`src/rtl/spawner_pkg.sv`:
```
// Shared types and helpers for the object spawner.
package spawner_pkg;

    typedef enum logic [2:0] {
        StIdle,
        StGap,
        StLaunch,
        StFlight,
        StOver
    } state_t;

    // The dropper reports a bottom-row match one row past the last row.
    localparam logic [2:0] BOTTOM_CHECK = 3'd0;
    localparam int unsigned NUM_COLS = 8;

    function automatic logic [2:0] level_of(input logic [7:0] score);
        return (score >= 8'd56) ? 3'd7 : score[5:3];
    endfunction

    function automatic logic [7:0] gap_for(input logic [7:0] base, input logic [7:0] min_gap,
                                           input logic [2:0] level);
        logic [7:0] g;
        g = base >> level;
        return (g < min_gap) ? min_gap : g;
    endfunction

    // Never repeat the previous column; wraps modulo the 8 columns.
    function automatic logic [2:0] pick_col(input logic [7:0] rnd, input logic [2:0] prev);
        logic [2:0] col;
        col = rnd[2:0];
        if (col == prev) begin
            col = col + 3'd1;
        end
        return col;
    endfunction

    function automatic logic is_catch(input logic [5:0] addr);
        return addr[2:0] == BOTTOM_CHECK;
    endfunction

endpackage

```
`src/rtl/object_spawner_if.sv`:
```
// Launch/outcome handshake between the spawner and the dropping-object engine.
interface object_spawner_if;
    logic       go;
    logic [5:0] spawn_addr;
    logic [7:0] spawn_data;
    logic [5:0] speed;
    logic [5:0] obj_addr;
    logic       obj_done;
    logic       obj_lose;

    modport master (
        output go, spawn_addr, spawn_data, speed,
        input  obj_addr, obj_done, obj_lose
    );

    modport slave (
        input  go, spawn_addr, spawn_data, speed,
        output obj_addr, obj_done, obj_lose
    );
endinterface

```
`src/rtl/lfsr8.sv`:
```
// 8-bit Fibonacci LFSR, taps x^8+x^6+x^5+x^4+1, free running.
module lfsr8 #(
    parameter logic [7:0] SEED = 8'hA5
) (
    input  logic       clock,
    input  logic       reset,
    output logic [7:0] state
);
    logic [7:0] state_q;
    logic       feedback;

    assign feedback = state_q[7] ^ state_q[5] ^ state_q[4] ^ state_q[3];
    assign state    = state_q;

    // Advance every cycle; reload the seed on reset.
    always_ff @(posedge clock) begin
        if (reset) begin
            state_q <= SEED;
        end else begin
            state_q <= {state_q[6:0], feedback};
        end
    end
endmodule

```
`src/rtl/object_spawner.sv`:
```
// Game-side initiator: launches one falling object per round and scores outcomes.
module object_spawner
    import spawner_pkg::*;
#(
    parameter int unsigned BASE_GAP       = 64,
    parameter int unsigned MIN_GAP        = 4,
    parameter int unsigned FLIGHT_TIMEOUT = 32,
    parameter logic [7:0]  LFSR_SEED      = 8'hA5
) (
    input  logic              clock,
    input  logic              reset,
    input  logic              start,
    object_spawner_if.master  drop,
    output logic [7:0]        score,
    output logic [2:0]        level,
    output logic              game_over,
    output logic              fault,
    output logic              busy
);
    localparam logic [7:0] BaseGap    = 8'(BASE_GAP);
    localparam logic [7:0] MinGap     = 8'(MIN_GAP);
    localparam logic [7:0] FlightLast = 8'(FLIGHT_TIMEOUT - 1);

    state_t     state_q, state_d;
    logic [7:0] gap_q, gap_d;
    logic [7:0] flight_q, flight_d;
    logic [7:0] score_q, score_d;
    logic       fault_q, fault_d;
    logic [2:0] col_q, col_d;
    logic [5:0] addr_q, addr_d;
    logic [7:0] data_q, data_d;
    logic [7:0] lfsr;
    logic [2:0] new_col;

    lfsr8 #(
        .SEED (LFSR_SEED)
    ) u_lfsr (
        .clock (clock),
        .reset (reset),
        .state (lfsr)
    );

    assign new_col = pick_col(lfsr, col_q);

    // State and datapath registers.
    always_ff @(posedge clock) begin
        if (reset) begin
            state_q  <= StIdle;
            gap_q    <= 8'd0;
            flight_q <= 8'd0;
            score_q  <= 8'd0;
            fault_q  <= 1'b0;
            col_q    <= 3'd0;
            addr_q   <= 6'd0;
            data_q   <= 8'd0;
        end else begin
            state_q  <= state_d;
            gap_q    <= gap_d;
            flight_q <= flight_d;
            score_q  <= score_d;
            fault_q  <= fault_d;
            col_q    <= col_d;
            addr_q   <= addr_d;
            data_q   <= data_d;
        end
    end

    // Next-state and datapath updates.
    always_comb begin
        state_d  = state_q;
        gap_d    = gap_q;
        flight_d = flight_q;
        score_d  = score_q;
        fault_d  = fault_q;
        col_d    = col_q;
        addr_d   = addr_q;
        data_d   = data_q;
        unique case (state_q)
            StIdle, StOver: begin
                if (start) begin
                    state_d = StGap;
                    score_d = 8'd0;
                    fault_d = 1'b0;
                    // Counter holds gap-1 so LAUNCH begins exactly gap edges later.
                    gap_d   = gap_for(BaseGap, MinGap, 3'd0) - 8'd1;
                end
            end
            StGap: begin
                if (gap_q == 8'd0) begin
                    state_d = StLaunch;
                    col_d   = new_col;
                    addr_d  = {new_col, 3'b000};
                    data_d  = 8'b1 << new_col;
                end else begin
                    gap_d = gap_q - 8'd1;
                end
            end
            StLaunch: begin
                state_d  = StFlight;
                flight_d = 8'd0;
            end
            StFlight: begin
                // Priority: miss, catch, step, timeout.
                if (drop.obj_lose) begin
                    state_d = StOver;
                end else if (drop.obj_done && is_catch(drop.obj_addr)) begin
                    score_d = (score_q == 8'hFF) ? 8'hFF : score_q + 8'd1;
                    state_d = StGap;
                    gap_d   = gap_for(BaseGap, MinGap, level_of(score_d)) - 8'd1;
                end else if (drop.obj_done) begin
                    flight_d = 8'd0;
                end else if (flight_q == FlightLast) begin
                    fault_d = 1'b1;
                    state_d = StOver;
                end else begin
                    flight_d = flight_q + 8'd1;
                end
            end
            default: state_d = StIdle;
        endcase
    end

    // Outputs decoded from registered state.
    always_comb begin
        drop.go         = (state_q == StLaunch);
        drop.spawn_addr = addr_q;
        drop.spawn_data = data_q;
        drop.speed      = 6'd1;
        score           = score_q;
        level           = level_of(score_q);
        game_over       = (state_q == StOver);
        fault           = fault_q;
        busy            = (state_q == StLaunch) || (state_q == StFlight);
    end
endmodule

```
`src/flat_wrapper.sv`:
```
// flat-port wrapper written by rule: the top's interface ports become plain ports
module object_spawner_flat import spawner_pkg::*;
#(
    parameter int unsigned BASE_GAP       = 64,
    parameter int unsigned MIN_GAP        = 4,
    parameter int unsigned FLIGHT_TIMEOUT = 32,
    parameter logic [7:0]  LFSR_SEED      = 8'hA5
)
  (clock, reset, start, score, level, game_over, fault, busy, drop_go, drop_spawn_addr, drop_spawn_data, drop_speed, drop_obj_addr, drop_obj_done, drop_obj_lose);
  object_spawner_if drop_i ();
  input  logic clock;
  input  logic reset;
  input  logic start;
  output logic [7:0] score;
  output logic [2:0] level;
  output logic game_over;
  output logic fault;
  output logic busy;
  output wire logic [$bits(drop_i.go)-1:0] drop_go;
  output wire logic [$bits(drop_i.spawn_addr)-1:0] drop_spawn_addr;
  output wire logic [$bits(drop_i.spawn_data)-1:0] drop_spawn_data;
  output wire logic [$bits(drop_i.speed)-1:0] drop_speed;
  input wire logic [$bits(drop_i.obj_addr)-1:0] drop_obj_addr;
  input wire logic [$bits(drop_i.obj_done)-1:0] drop_obj_done;
  input wire logic [$bits(drop_i.obj_lose)-1:0] drop_obj_lose;
  assign drop_go = drop_i.go;
  assign drop_spawn_addr = drop_i.spawn_addr;
  assign drop_spawn_data = drop_i.spawn_data;
  assign drop_speed = drop_i.speed;
  assign drop_i.obj_addr = drop_obj_addr;
  assign drop_i.obj_done = drop_obj_done;
  assign drop_i.obj_lose = drop_obj_lose;
  object_spawner #(.BASE_GAP(BASE_GAP), .MIN_GAP(MIN_GAP), .FLIGHT_TIMEOUT(FLIGHT_TIMEOUT), .LFSR_SEED(LFSR_SEED)) u_core (.clock(clock), .reset(reset), .start(start), .drop(drop_i), .score(score), .level(level), .game_over(game_over), .fault(fault), .busy(busy));
endmodule
```
`config.mk`:
```
export PLATFORM = sky130hd
export DESIGN_NAME = object_spawner_flat
export DESIGN_NICKNAME = d
export VERILOG_FILES = /design/src/rtl/spawner_pkg.sv /design/src/rtl/object_spawner_if.sv /design/src/rtl/lfsr8.sv /design/src/rtl/object_spawner.sv /design/src/flat_wrapper.sv
export SDC_FILE = /design/constraint.sdc
export NUM_CORES = 1
export LEC_CHECK = 0
export ABC_AREA = 0
export CAP_MARGIN = 10
export CELL_PAD_IN_SITES_DETAIL_PLACEMENT = 1
export CELL_PAD_IN_SITES_GLOBAL_PLACEMENT = 2
export CORE_MARGIN = 2
export CORE_UTILIZATION = 37
export CTS_CLUSTER_DIAMETER = 30
export DETAILED_ROUTE_END_ITERATION = 8
export DONT_BUFFER_PORTS = 1
export PLACE_DENSITY_LB_ADDON = 0.1
export RECOVER_POWER = 100
export SKIP_LAST_GASP = 1
export SLEW_MARGIN = 20
export SYNTH_ARGS = -nofsm -noshare
export SYNTH_HDL_FRONTEND = slang
export SYNTH_SLANG_ARGS = --single-unit
```
`constraint.sdc`:
```
create_clock -name clock -period 2.8 [get_ports clock]
set_input_delay 0.56 -clock clock [delete_from_list [all_inputs] [get_ports clock]]
set_output_delay 0.56 -clock clock [all_outputs]
set_load 0.005 [all_outputs]
```
==> impl_metrics.json <==
{
  "status": "completed",
  "finalCriticalPeriod_ns": 2.43,
  "grt_setup_unrepaired": "no",
  "grt_pass1_wl_um": 10400,
  "cp_common_cell": "and3_1",
  "drv_slew": 0,
  "worstPathArrival_ns": 2.67,
  "first_pass_iters": 4,
  "yosysTopAreaCell": "dfxtp_1",
  "cts_tree": "done",
  "cts.repair.resized": 0,
  "postRouteAntennaNets": 0,
  "skew_ns": 0.00609,
  "leakage_nw": 1.06,
  "rows": 31,
  "powerDensity_nw_per_um2": 626,
  "antenna_found_initial": 0,
  "grt_max_degree": 43,
  "fin_area_um2": 2790,
  "wire_per_inst_um": 15.2,
  "cts_hold_buf": 0,
  "reg2reg_depth": 7,
  "antenna_cells": 0,
  "nets": 340,
  "cts_sinks": 47,
  "synthArstFlopShare_pct": 0,
  "ys_seq_area_share_pct": 35.0,
  "min_from": "reset",
  "synth_common_cells": "dfxtp_1, nor2_1, nand2_1, a21oi_1, nand4_1",
  "hold-path-cell-count": 1,
  "crit_family": "simple AND/OR/NAND/NOR gates",
  "hold_path_end": "u_core.drop.spawn_data[7]$_SDFFE_PP0P_",
  "worstSetupPathType": "flip-flop to flip-flop",
  "clock.fmax_mhz": 411,
  "via_per_inst": 5.23,
  "place_area_um2": 2710,
  "synth.most_common_cell": "dfxtp_1",
  "grt_use_total_pct": 16.8,
  "die_h_um": 89.2,
  "hold_violations": 0,
  "relSlewSlack_pct": 51.0,
  "portBuffers": 0,
  "synth_cells": 330,
  "cp-end-kind": "flip-flop",
  "synth.top_cell.area_share_pct": 35.0,
  "critPathRequiredTime_ns": 3.04,
  "ys_warn_count": 0,
  "syn_to_final_growth_pct": 3.86,
  "path_clk_slew_ns": 0.10,
  "place_congestion": 0.729,
  "reg2reg_to": "u_core.gap_q[4]$_SDFFE_PP0P_",
  "die_w_um": 89.2,
  "path_max_fanout": 8,
  "cp_cell_sequence": "ha_1, and3_1, and3_1, mux2_1, and3_4, a211o_1, a31oi_1",
  "hold_class": "input pin to flip-flop",
  "wl_um": 6460,
  "cts_root_buf": "clkbuf_8",
  "path_buf_inv": 0,
  "synth_edf_count": 0,
  "core_um2": 7140,
  "reg2reg_setup_slack_ns": 0.37,
  "die_area_um2": 7960,
  "drt-initial-drc-count": 57,
  "initial_utilization_pct": 37.7,
  "peakVddDrop_mv": 0.226,
  "htreeDepth": 2,
  "hold_ws_ns": 0.310,
  "remaining_drc_errors": 0,
  "setup_viol_count_final": 0,
  "period_share_pct": 86.8,
  "critPathMaxStageDelay_ns": 0.46,
  "r2r-start": "u_core.score[1]$_SDFFE_PP0P_",
  "synth_cell_type_count": 59,
  "drive_above_1_share_pct": 7.38,
  "fin_setup_tns_ns": 0,
  "hpwl_um": 4680,
  "crit_path_start_kind": "flip-flop",
  "cts_made_buffers": 5,
  "grt_pass1_vias": 2061,
  "syn_avg_cell_area_um2": 8.15,
  "clockBufferDepth": 2,
  "cap_viol_max_count": 0,
  "yosys_most_used_dff": "dfxtp_1",
  "syn-cell-area_um2": 2690,
  "vias": 2218,
  "synth_seq_cells": 47,
  "cpMaxStageDelayCell": "dfxtp_1",
  "grt_remaining_overflow": 0,
  "worst_pin_slew_ns": 0.735,
  "netlist_top_cells_area": "dfxtp_1, nor2_1, a21oi_1",
  "insertion_delay_ns": 0.30,
  "cts_setup_buffers": 0,
  "ios": 46
}
==> power breakdown <==
part           switching (mW)  internal (mW)
Sequential             0.0769          0.714
Combinational           0.260          0.169
Clock                   0.257          0.271
==> kinds of logic after synthesis <==
group | after synthesis | share of synthesized area [%]
AO/OA/AOI/OAI | 68 | 17.6
XOR/XNOR | 20 | 6.51
adder cells (fa/ha/maj) | 5 | 2.33
buffers and inverters | 33 | 7.44
flip-flops | 47 | 35.0
multiplexers | 7 | 2.84
other | 2 | 0.279
AND/OR/NAND/NOR | 148 | 28.0
==> worst max path at each step <==
stage	startpoint	endpoint	slack, ns	cells past startpoint
2_1_floorplan	u_core.score[0]$_SDFFE_PP0P_	u_core.gap_q[4]$_SDFFE_PP0P_	0.77	8
6_report	u_core.score[1]$_SDFFE_PP0P_	u_core.gap_q[4]$_SDFFE_PP0P_	0.37	7
4_1_cts	u_core.score[1]$_SDFFE_PP0P_	u_core.gap_q[4]$_SDFFE_PP0P_	0.49	7
3_5_place_dp	drop_obj_addr[1]	u_core.gap_q[5]$_SDFFE_PP0P_	0.46	6
3_3_place_gp	drop_obj_addr[1]	u_core.gap_q[5]$_SDFFE_PP0P_	0.47	6
5_1_grt	u_core.score[1]$_SDFFE_PP0P_	u_core.gap_q[5]$_SDFFE_PP0P_	0.19	7
==> placed cells by master, fill, tap and decap left out, types with 2 or more instances in the layout <==
master | netlist | final
dfxtp_1 | 47 | 47
nor2_1 | 42 | 43
nand2_1 | 30 | 30
a21oi_1 | 28 | 29
nand4_1 | 15 | 15
xor2_1 | 14 | 14
nor3_1 | 10 | 10
o21ai_0 | 10 | 10
inv_1 | 9 | 9
and3_1 | 8 | 9
conb_1 | 2 | 9
nand2b_1 | 6 | 6
xnor2_1 | 6 | 6
nand3_1 | 6 | 6
mux2i_1 | 5 | 5
or2_2 | 6 | 5
ha_1 | 5 | 5
clkbuf_8 | 0 | 5
a31oi_1 | 4 | 4
a211oi_1 | 4 | 4
nor2b_1 | 4 | 4
nor4_1 | 4 | 3
o21bai_1 | 3 | 3
clkbuf_1 | 5 | 3
and2b_1 | 2 | 2
nand2_2 | 2 | 2
or3_1 | 2 | 2
and3b_1 | 2 | 2
o22ai_1 | 1 | 2
a2111oi_0 | 2 | 2
==> cell type report <==
type                            count  area (µm²)
Fill cell                         896        4340
Multi-Input combinational cell    257        1560
Sequential cell                    47         941
Tap cell                           99         124
Clock buffer                        5        68.8
Clock inverter                      3        47.5
Inverter                            9        33.8
Timing Repair Buffer                4        18.8
==> sequential cells by signal, indices dropped and copies added (netlist names) <==
name	flops
u_core.col_q	3
u_core.state_q	3
u_core.flight_q	8
u_core.drop.spawn_data	8
u_core.gap_q	8
u_core.u_lfsr.state	8
u_core.fault	1
u_core.score	8
==> layer usage <==
| layer | vias to the layer above | wire length, µm | track usage (%) |
|---|---|---|---|
| met2 | 28 | 3010 | 26.9 |
| li1 | 1128 | - | - |
| met3 | 2 | 258 | 4.71 |
| met5 | - | 0 | 0 |
| met4 | 0 | 36 | 4.75 |
| met1 | 1060 | 3160 | 22.3 |
==> metrics by stage <==
step / cells / power (mW) / setup slack, ns / utilization, %
global route: 424 / 1.86 / 0.190 / 39.1
global placement: 416 / 1.24 / 0.467 / 38.0
floorplan: 337 / 1.18 / 0.766 / -
detailed placement: 416 / 1.25 / 0.461 / 38.0
CTS: 424 / 1.79 / 0.486 / 39.6
finish: 424 / 1.75 / 0.370 / 39.1
Note: power is estimated with default switching activity, not from simulation.
